==> config.mk <==
export PLATFORM = sky130hd
export DESIGN_NAME = mux_sel_arb_flat
export DESIGN_NICKNAME = d
export VERILOG_FILES = /design/src/rtl/mux_sel_arb_if.sv /design/src/rtl/mux_sel_arb.sv /design/src/flat_wrapper.sv
export SDC_FILE = /design/constraint.sdc
export NUM_CORES = 1
export LEC_CHECK = 0
export BUFFER_PORTS_ARGS = -buffer_cell sky130_fd_sc_hd__buf_4
export CELL_PAD_IN_SITES_DETAIL_PLACEMENT = 1
export CELL_PAD_IN_SITES_GLOBAL_PLACEMENT = 1
export CORE_ASPECT_RATIO = 0.6
export CORE_UTILIZATION = 26
export CTS_CLUSTER_DIAMETER = 200
export DETAILED_ROUTE_END_ITERATION = 8
export GPL_TIMING_DRIVEN = 0
export PLACE_DENSITY = 0.76
export SLEW_MARGIN = 40
export SYNTH_ARGS = -nofsm -noshare
export SYNTH_HDL_FRONTEND = slang
export SYNTH_SLANG_ARGS = --single-unit
==> constraint.sdc <==
create_clock -name clk -period 1 [get_ports clk]
set_input_delay 0.1 -clock clk [delete_from_list [all_inputs] [get_ports clk]]
set_output_delay 0.1 -clock clk [all_outputs]
set_load 0.01 [all_outputs]
==> src/rtl/mux_sel_arb_if.sv <==
// Handshake bundle for mux_sel_arb: two valid/ready sources in, one registered word plus mux select out.
interface mux_sel_arb_if #(
   parameter int WIDTH = 8
);
   logic [WIDTH-1:0] a;
   logic             a_valid;
   logic             a_ready;
   logic [WIDTH-1:0] b;
   logic             b_valid;
   logic             b_ready;
   logic             s;
   logic [WIDTH-1:0] y;
   logic             y_valid;
   logic             y_ready;

   // Arbiter side
   modport slave (
      input  a, a_valid, b, b_valid, y_ready,
      output a_ready, b_ready, s, y, y_valid
   );

   // Producer/consumer side
   modport master (
      output a, a_valid, b, b_valid, y_ready,
      input  a_ready, b_ready, s, y, y_valid
   );
endinterface

==> src/rtl/mux_sel_arb.sv <==
// Two-source arbiter into a one-word output register; 1-cycle latency, alternating priority on ties.
// Readies drop while y holds an unconsumed word; MUX_SEL_ARB_CNT_EN adds saturating per-source accept counters.
module mux_sel_arb #(
   parameter int WIDTH = 8
) (
   input  logic         clk,
   input  logic         rst,
   mux_sel_arb_if.slave bus
`ifdef MUX_SEL_ARB_CNT_EN
   ,
   output logic [7:0]   cnt_a,
   output logic [7:0]   cnt_b
`endif
);

   typedef enum logic {
      EMPTY = 1'b0,
      FULL  = 1'b1
   } state_t;

   state_t           state;
   state_t           state_nx;
   logic             pri;
   logic             tie;
   logic             grant_a;
   logic             grant_b;
   logic             accept_en;
   logic             accept;
   logic [WIDTH-1:0] y_q;
   logic             s_q;

   always_ff @(posedge clk or posedge rst) begin
      if (rst) begin
         state <= EMPTY;
      end else begin
         state <= state_nx;
      end
   end

   always_comb begin
      state_nx  = state;
      tie       = bus.a_valid & bus.b_valid;
      grant_a   = bus.a_valid & (~bus.b_valid | ~pri);
      grant_b   = bus.b_valid & (~bus.a_valid | pri);
      accept_en = (state == EMPTY) | (bus.y_ready & (state == FULL));
      accept    = accept_en & (grant_a | grant_b);
      case (state)
         EMPTY: begin
            if (accept) begin
               state_nx = FULL;
            end
         end
         FULL: begin
            // A consumed word is replaced in the same cycle when a source is waiting.
            if (bus.y_ready) begin
               state_nx = accept ? FULL : EMPTY;
            end
         end
         default: state_nx = EMPTY;
      endcase
   end

   // Reset forces state to EMPTY, which alone would raise accept_en; gate it off explicitly.
   assign bus.a_ready = accept_en & grant_a & ~rst;
   assign bus.b_ready = accept_en & grant_b & ~rst;

   always_ff @(posedge clk or posedge rst) begin
      if (rst) begin
         y_q <= '0;
         s_q <= 1'b0;
         pri <= 1'b0;
      end else if (accept) begin
         y_q <= grant_b ? bus.b : bus.a;
         s_q <= grant_b;
         if (tie) begin
            pri <= ~grant_b;
         end
      end
   end

   assign bus.y       = y_q;
   assign bus.s       = s_q;
   assign bus.y_valid = (state == FULL);

`ifdef MUX_SEL_ARB_CNT_EN
   always_ff @(posedge clk or posedge rst) begin
      if (rst) begin
         cnt_a <= 8'd0;
         cnt_b <= 8'd0;
      end else begin
         if (accept & grant_a & (cnt_a != 8'hFF)) begin
            cnt_a <= cnt_a + 8'd1;
         end
         if (accept & grant_b & (cnt_b != 8'hFF)) begin
            cnt_b <= cnt_b + 8'd1;
         end
      end
   end
`endif

endmodule

==> src/flat_wrapper.sv <==
// flat-port wrapper written by rule: the top's interface ports become plain ports
module mux_sel_arb_flat 
#(
   parameter int WIDTH = 8
)
  (clk, rst, bus_a, bus_a_valid, bus_b, bus_b_valid, bus_y_ready, bus_a_ready, bus_b_ready, bus_s, bus_y, bus_y_valid);
  mux_sel_arb_if #(.WIDTH(WIDTH)) bus_i ();
  input  logic clk;
  input  logic rst;
  input wire logic [$bits(bus_i.a)-1:0] bus_a;
  input wire logic [$bits(bus_i.a_valid)-1:0] bus_a_valid;
  input wire logic [$bits(bus_i.b)-1:0] bus_b;
  input wire logic [$bits(bus_i.b_valid)-1:0] bus_b_valid;
  input wire logic [$bits(bus_i.y_ready)-1:0] bus_y_ready;
  output wire logic [$bits(bus_i.a_ready)-1:0] bus_a_ready;
  output wire logic [$bits(bus_i.b_ready)-1:0] bus_b_ready;
  output wire logic [$bits(bus_i.s)-1:0] bus_s;
  output wire logic [$bits(bus_i.y)-1:0] bus_y;
  output wire logic [$bits(bus_i.y_valid)-1:0] bus_y_valid;
  assign bus_i.a = bus_a;
  assign bus_i.a_valid = bus_a_valid;
  assign bus_i.b = bus_b;
  assign bus_i.b_valid = bus_b_valid;
  assign bus_i.y_ready = bus_y_ready;
  assign bus_a_ready = bus_i.a_ready;
  assign bus_b_ready = bus_i.b_ready;
  assign bus_s = bus_i.s;
  assign bus_y = bus_i.y;
  assign bus_y_valid = bus_i.y_valid;
  mux_sel_arb #(.WIDTH(WIDTH)) u_core (.clk(clk), .rst(rst), .bus(bus_i));
endmodule
==> metrics.cfg, run 1 <==
[run_status]
run_status=complete, but fails checks
violations=hold timing, setup timing

[global_routing]
grtUsageMet1=0.2487
grt_pass1_wl_um=3387
busiest_layer=met2
grt_util_met3=0.06176
grt_util_all_layers=0.2004
overflow=0
grt_max_degree=13
grt_use_met2=0.3253
first_global_vias=678
antenna_found_initial=0

[power]
total_leakage_power_nw=0.4532
p_total_mw=1.779
powerDensity_mw_per_mm2=1766
vdd.ir_drop.worst_mv=0.7769

[logic_synthesis]
synthesis.area_um2=583.1
synthSimpleGateAreaFrac=0.1996
ys_warn_count=0
synth_cells=65
synth_fa_ha_area_frac=0
ys_ff_latch=11
yosysSeqAreaShare=0.4721
yosys.area_share.xor_xnor=0.01502
synth_area_per_cell_um2=8.970
synth_top_family_by_area=compound AO/OA/AOI/OAI gates
synth_nets=86
synth-compound-area-share=0.2403
synthMuxAreaShare=0
synth_cell_types=21

[clocking]
cts_tree=yes
insertion_delay_ps=240
htreeDepth=1
path_clk_slew_ps=50
cts_buffers=3
cts_root_buffer=clkbuf_8
clk_path_buf_depth=2
cts.sinks=11

[timing]
fin_skew_ps=0.8575
tightest_slew_ps=492.3
slew_headroom=0.6714
period_share=1.258
hold_viol=11
max_freq_mhz=795.2
finalSetupTns_ps=-2100
fin_ws_ps=-257.5
grt_setup_unrepaired=yes
period_minus_slack_ps=1258
drv_slew=0
setup_viol=10
fin_hold_ws_ps=-102.3

[critical_path]
cpMaxStageDelayCell=dfrtp_1
critical-path-top-delay-family=flip-flops
crit_type=register to output pin
start_kind=register
endpoint_kind=output pin
reg2regPathDepth=4
arrival_ps=1160
worstReg2RegEnd=u_core.bus.y[5]
path_buf_inv=2
path_cells=buf_4 > nand2_1 > and4_4 > buf_6
critPathMaxStageDelay_ps=390
worstReg2RegStart=u_core.pri
worstPathMaxFanout=3
rrSetupSlack_ps=-250
crit_required_ps=900

[final_layout]
final_cells=132
drive_gt1_frac=0.5577
layout.nets=126
layout_commonest_cell=buf_4
diodes=0
final_cell_mix=buf_4, dfrtp_1, nand3_1, a21oi_1, a31oi_1
syn_to_final_growth_pct=72.75

[place]
gp_congestion=0.7353
dp_slack_ps=-129.2
io_buffers=32
hpwl_um=1457
place_inst=125

[die]
core_mm2=0.001982
start_util=0.2942
die-area_mm2=0.002442
fp-row-count=12
die_w_um=63.14
num_io_pins=33
die_h_um=38.68

[drt]
avgRoutedWirePerCell_um=15.54
wirelength_um=2051
drt.antenna.violating_nets=0
vias=649
drc=0
drtIter0Drc=24
vias_per_cell=4.917
firstDrtPassIters=3

[min_path]
hold_class=primary input to asynchronous set/reset pin

[job]
cap_violations=0

stage by stage:
| step | utilization | instance area [um^2] |
|---|---|---|
| floorplan | - | 600.6 |
| global route | 0.5082 | 1007 |
| detailed placement | 0.4419 | 875.8 |
| CTS | 0.5152 | 1021 |
| global placement | 0.4419 | 875.8 |
| finish | 0.5082 | 1007 |
cells in the mapped netlist (all sizes together):
| cell type | instances | area, um^2 |
|---|---|---|
| a21oi | 8 | 40.04 |
| a31oi | 8 | 50.05 |
| and2b | 1 | 8.760 |
| and4 | 1 | 8.760 |
| buf | 4 | 35.03 |
| dfrtp | 11 | 275.3 |
| inv | 2 | 7.510 |
| nand2 | 3 | 13.77 |
| nand2b | 2 | 12.51 |
| nand3 | 9 | 45.04 |
| nor2 | 2 | 10.01 |
| nor2b | 1 | 6.260 |
| nor3 | 1 | 5.000 |
| o21ai | 10 | 50.04 |
| or2 | 1 | 6.260 |
| xnor2 | 1 | 8.760 |
worst reg2reg max path, stage by stage, from the launching register on:
cell and delay, ps:
dfrtp_1 390, buf_4 160, and2b_4 350, o21ai_1 80, a31oi_1 190
state kept, by name, summed over array words and instances (netlist names):
| signal | cells |
|---|---|
| u_core.bus.y | 8 |
| u_core.bus.s | 1 |
| u_core.bus.y_valid | 1 |
| u_core.pri | 1 |
power by group:
part,internal [mW],switching [mW]
sequential,0.543,0.0572
combinational,0.374,0.348
clock,0.281,0.175
total,1.20,0.580
repair_timing:
| item | in CTS | in global routing |
|---|---|---|
| buffers inserted | 7 | 1 |
| gates resized for setup | 20 | 3 |
| setup endpoints to repair | 10 | 12 |
| endpoints found under the hold margin | 11 | 11 |
| pin swaps | 9 | 5 |
metal layers:
layer | part of all wire | vias up
met2 | 0.45 | 23
met3 | 0.067 | 4
met4 | 0.018 | 0
met1 | 0.47 | 305
li1 | - | 317
met5 | 0 | -
cells by family after synthesis:
kind of cell	count (synthesis)
xor gates and xnor gates	1
and+or+nand+nor	21
DFF	11
AOI/OAI and AO/OA	26
buffers and inverters	6
worst max-delay path by stage:
stage / start / endpoint / slack, ps / depth (start not counted)
final: u_core.pri / bus_a_ready / -260 / 4
after global routing: u_core.pri / bus_a_ready / -290 / 4
after CTS: u_core.bus.y_valid / bus_a_ready / -260 / 4
after detailed placement: rst / bus_a_ready / -130 / 4
after global placement: rst / bus_a_ready / -120 / 4
after floorplan: u_core.bus.y_valid / u_core.bus.y[7] / 20 / 3
layout make-up:
cell class / instances / area, um^2
timing repair buffer: 36 / 274.0
sequential: 11 / 275.3
multi-input combinational: 48 / 340.3
inverter: 2 / 7.507
clock buffer: 4 / 45.04
fill: 246 / 974.7
tap: 28 / 35.03
buffer: 3 / 30.03
Note: power is estimated with default switching activity, not from simulation.
==> run 2, diff against run 1 <==
- CORE_ASPECT_RATIO: 0.6 -> 0.8
==> run 2 against run 1 <==
Against the previous run: the run still ends with hold timing, setup timing left; clock skew is 7.0 ps higher; worst setup slack worse by 10 ps; first-iteration DRC count is 88% lower; sequential power hardly changed; non-clock buffer count stayed put; largest power group unchanged.
==> metrics.cfg, run 2 (same netlist as run 1, synthesis figures left out) <==
[run_status]
run_status=complete, but fails checks
violations=hold timing, setup timing

[timing]
fin_ws_ps=-268.0
grt_setup_unrepaired=yes
tightest_slew_ps=470.4
finalSetupTns_ps=-1869
period_share=1.268
hold_viol=11
fin_skew_ps=7.869
period_minus_slack_ps=1268
slew_headroom=0.6861
max_freq_mhz=788.7
setup_viol=10
fin_hold_ws_ps=-143.1
drv_slew=0

[final_layout]
largest_register_ffs=8
syn_to_final_growth_pct=65.45
multi_input_area_um2=321.6
final_cell_mix=buf_4, dfrtp_1, nand3_1, a21oi_1, a31oi_1
layout_commonest_cell=buf_4
post-route-util=0.4831
diodes=0
layout.nets=126
num-fill-cells=245
drive_gt1_frac=0.5288
seqCellArea_um2=275.3

[die]
core_mm2=0.001997
die-area_mm2=0.002437
die_w_um=54.95
num_io_pins=33
die_h_um=44.36
fp-row-count=14
start_util=0.2920

[critical_path]
crit_top_cell=buf_6
reg2regPathDepth=4
start_kind=register
worstReg2RegStart=u_core.pri
endpoint=bus_a_ready
crit_required_ps=900
crit_type=register to output pin
critPathMaxStageDelay_ps=410
worstReg2RegEnd=u_core.bus.y[0]
rrSetupSlack_ps=-200
critical-path-top-delay-family=flip-flops
crit_start=u_core.pri
endpoint_kind=output pin
cp.depth=4
cpMaxStageDelayCell=dfrtp_1
arrival_ps=1170
path_buf_inv=2
path_cells=buf_6 > nand2_1 > and4_4 > buf_6
worstPathMaxFanout=3

[drt]
drt.antenna.violating_nets=0
firstDrtPassIters=4
vias_per_cell=5.063
drtIter0Drc=3
wirelength_um=1874
drc=0
vias=648
avgRoutedWirePerCell_um=14.64

[clocking]
htreeDepth=1
cts_root_buffer=clkbuf_4
cts_tree=yes
insertion_delay_ps=260
cts_buffers=3
cts.sinks=11
clk_path_buf_depth=2
path_clk_slew_ps=80

[power]
total_leakage_power_nw=0.4433
vdd.ir_drop.worst_mv=0.7460
powerDensity_mw_per_mm2=1700

[place]
dp_slack_ps=-117.3
io_buffers=32
hpwl_um=1355
gp_congestion=0.6937

[job]
cap_violations=0

[global_routing]
antenna_found_initial=0
grt_pass1_wl_um=3001
first_global_vias=649
grt_max_degree=13
overflow=0
grt_util_all_layers=0.1776

[min_path]
hold_class=primary input to asynchronous set/reset pin

[run 2: routing by layer]
| layer | wire, um | GRT usage | up-vias | share of wire |
|---|---|---|---|---|
| met2 | 905 | 0.2843 | 22 | 0.48 |
| met4 | 17 | 0.06000 | 0 | 0.0091 |
| met3 | 108 | 0.03093 | 2 | 0.058 |
| li1 | - | - | 315 | - |
| met1 | 843 | 0.2399 | 309 | 0.45 |
| met5 | 0 | 0 | - | 0 |
[run 2: worst reg2reg max path, delay by kind of cell, from the launching register on]
family | cells | cell delay, ps
compound gates | 2 | 250
buf+inv | 1 | 130
flops | 1 | 410
simple gates | 1 | 330
[run 2: repair_timing]
| action | in CTS | in global routing |
|---|---|---|
| setup endpoints to repair | 11 | 11 |
| setup buffers | 3 | 2 |
| hold endpoints to repair | 11 | 11 |
| gates resized for setup | 13 | 8 |
| pin swaps | 6 | 8 |
[run 2: how the worst min path moves through the flow]
stage	start	to	cells past startpoint
6_report	rst	u_core.bus.s	2
5_1_grt	rst	u_core.bus.s	2
4_1_cts	rst	u_core.bus.y_valid	2
3_5_place_dp	rst	u_core.bus.s	2
3_3_place_gp	rst	u_core.bus.s	2
2_1_floorplan	rst	u_core.bus.s	1
[run 2: per-stage QoR]
| stage | cells | power [mW] | area, um^2 |
|---|---|---|---|
| floorplan | 65 | 0.9122 | 600.6 |
| global placement | 121 | 1.164 | 870.8 |
| detailed placement | 121 | 1.180 | 870.8 |
| CTS | 128 | 1.594 | 940.9 |
| global route | 128 | 1.749 | 964.7 |
| finish | 128 | 1.640 | 964.7 |
[run 2: layout make-up]
class / count / area share
Inverter: 2 / 0.007782
Timing Repair Buffer: 37 / 0.2957
Multi-Input combinational cell: 48 / 0.3333
Sequential cell: 11 / 0.2853
Tap cell: 24 / 0.03113
Clock buffer: 4 / 0.02724
Buffer: 2 / 0.01946
[run 2: report_power, final]
group	switching [mW]	leakage [nW]	total (mW)	internal [mW]
Clock	0.151	0.0150	0.305	0.154
Combinational	0.331	0.305	0.731	0.401
Sequential	0.0617	0.124	0.604	0.542
Total	0.543	0.443	1.64	1.10
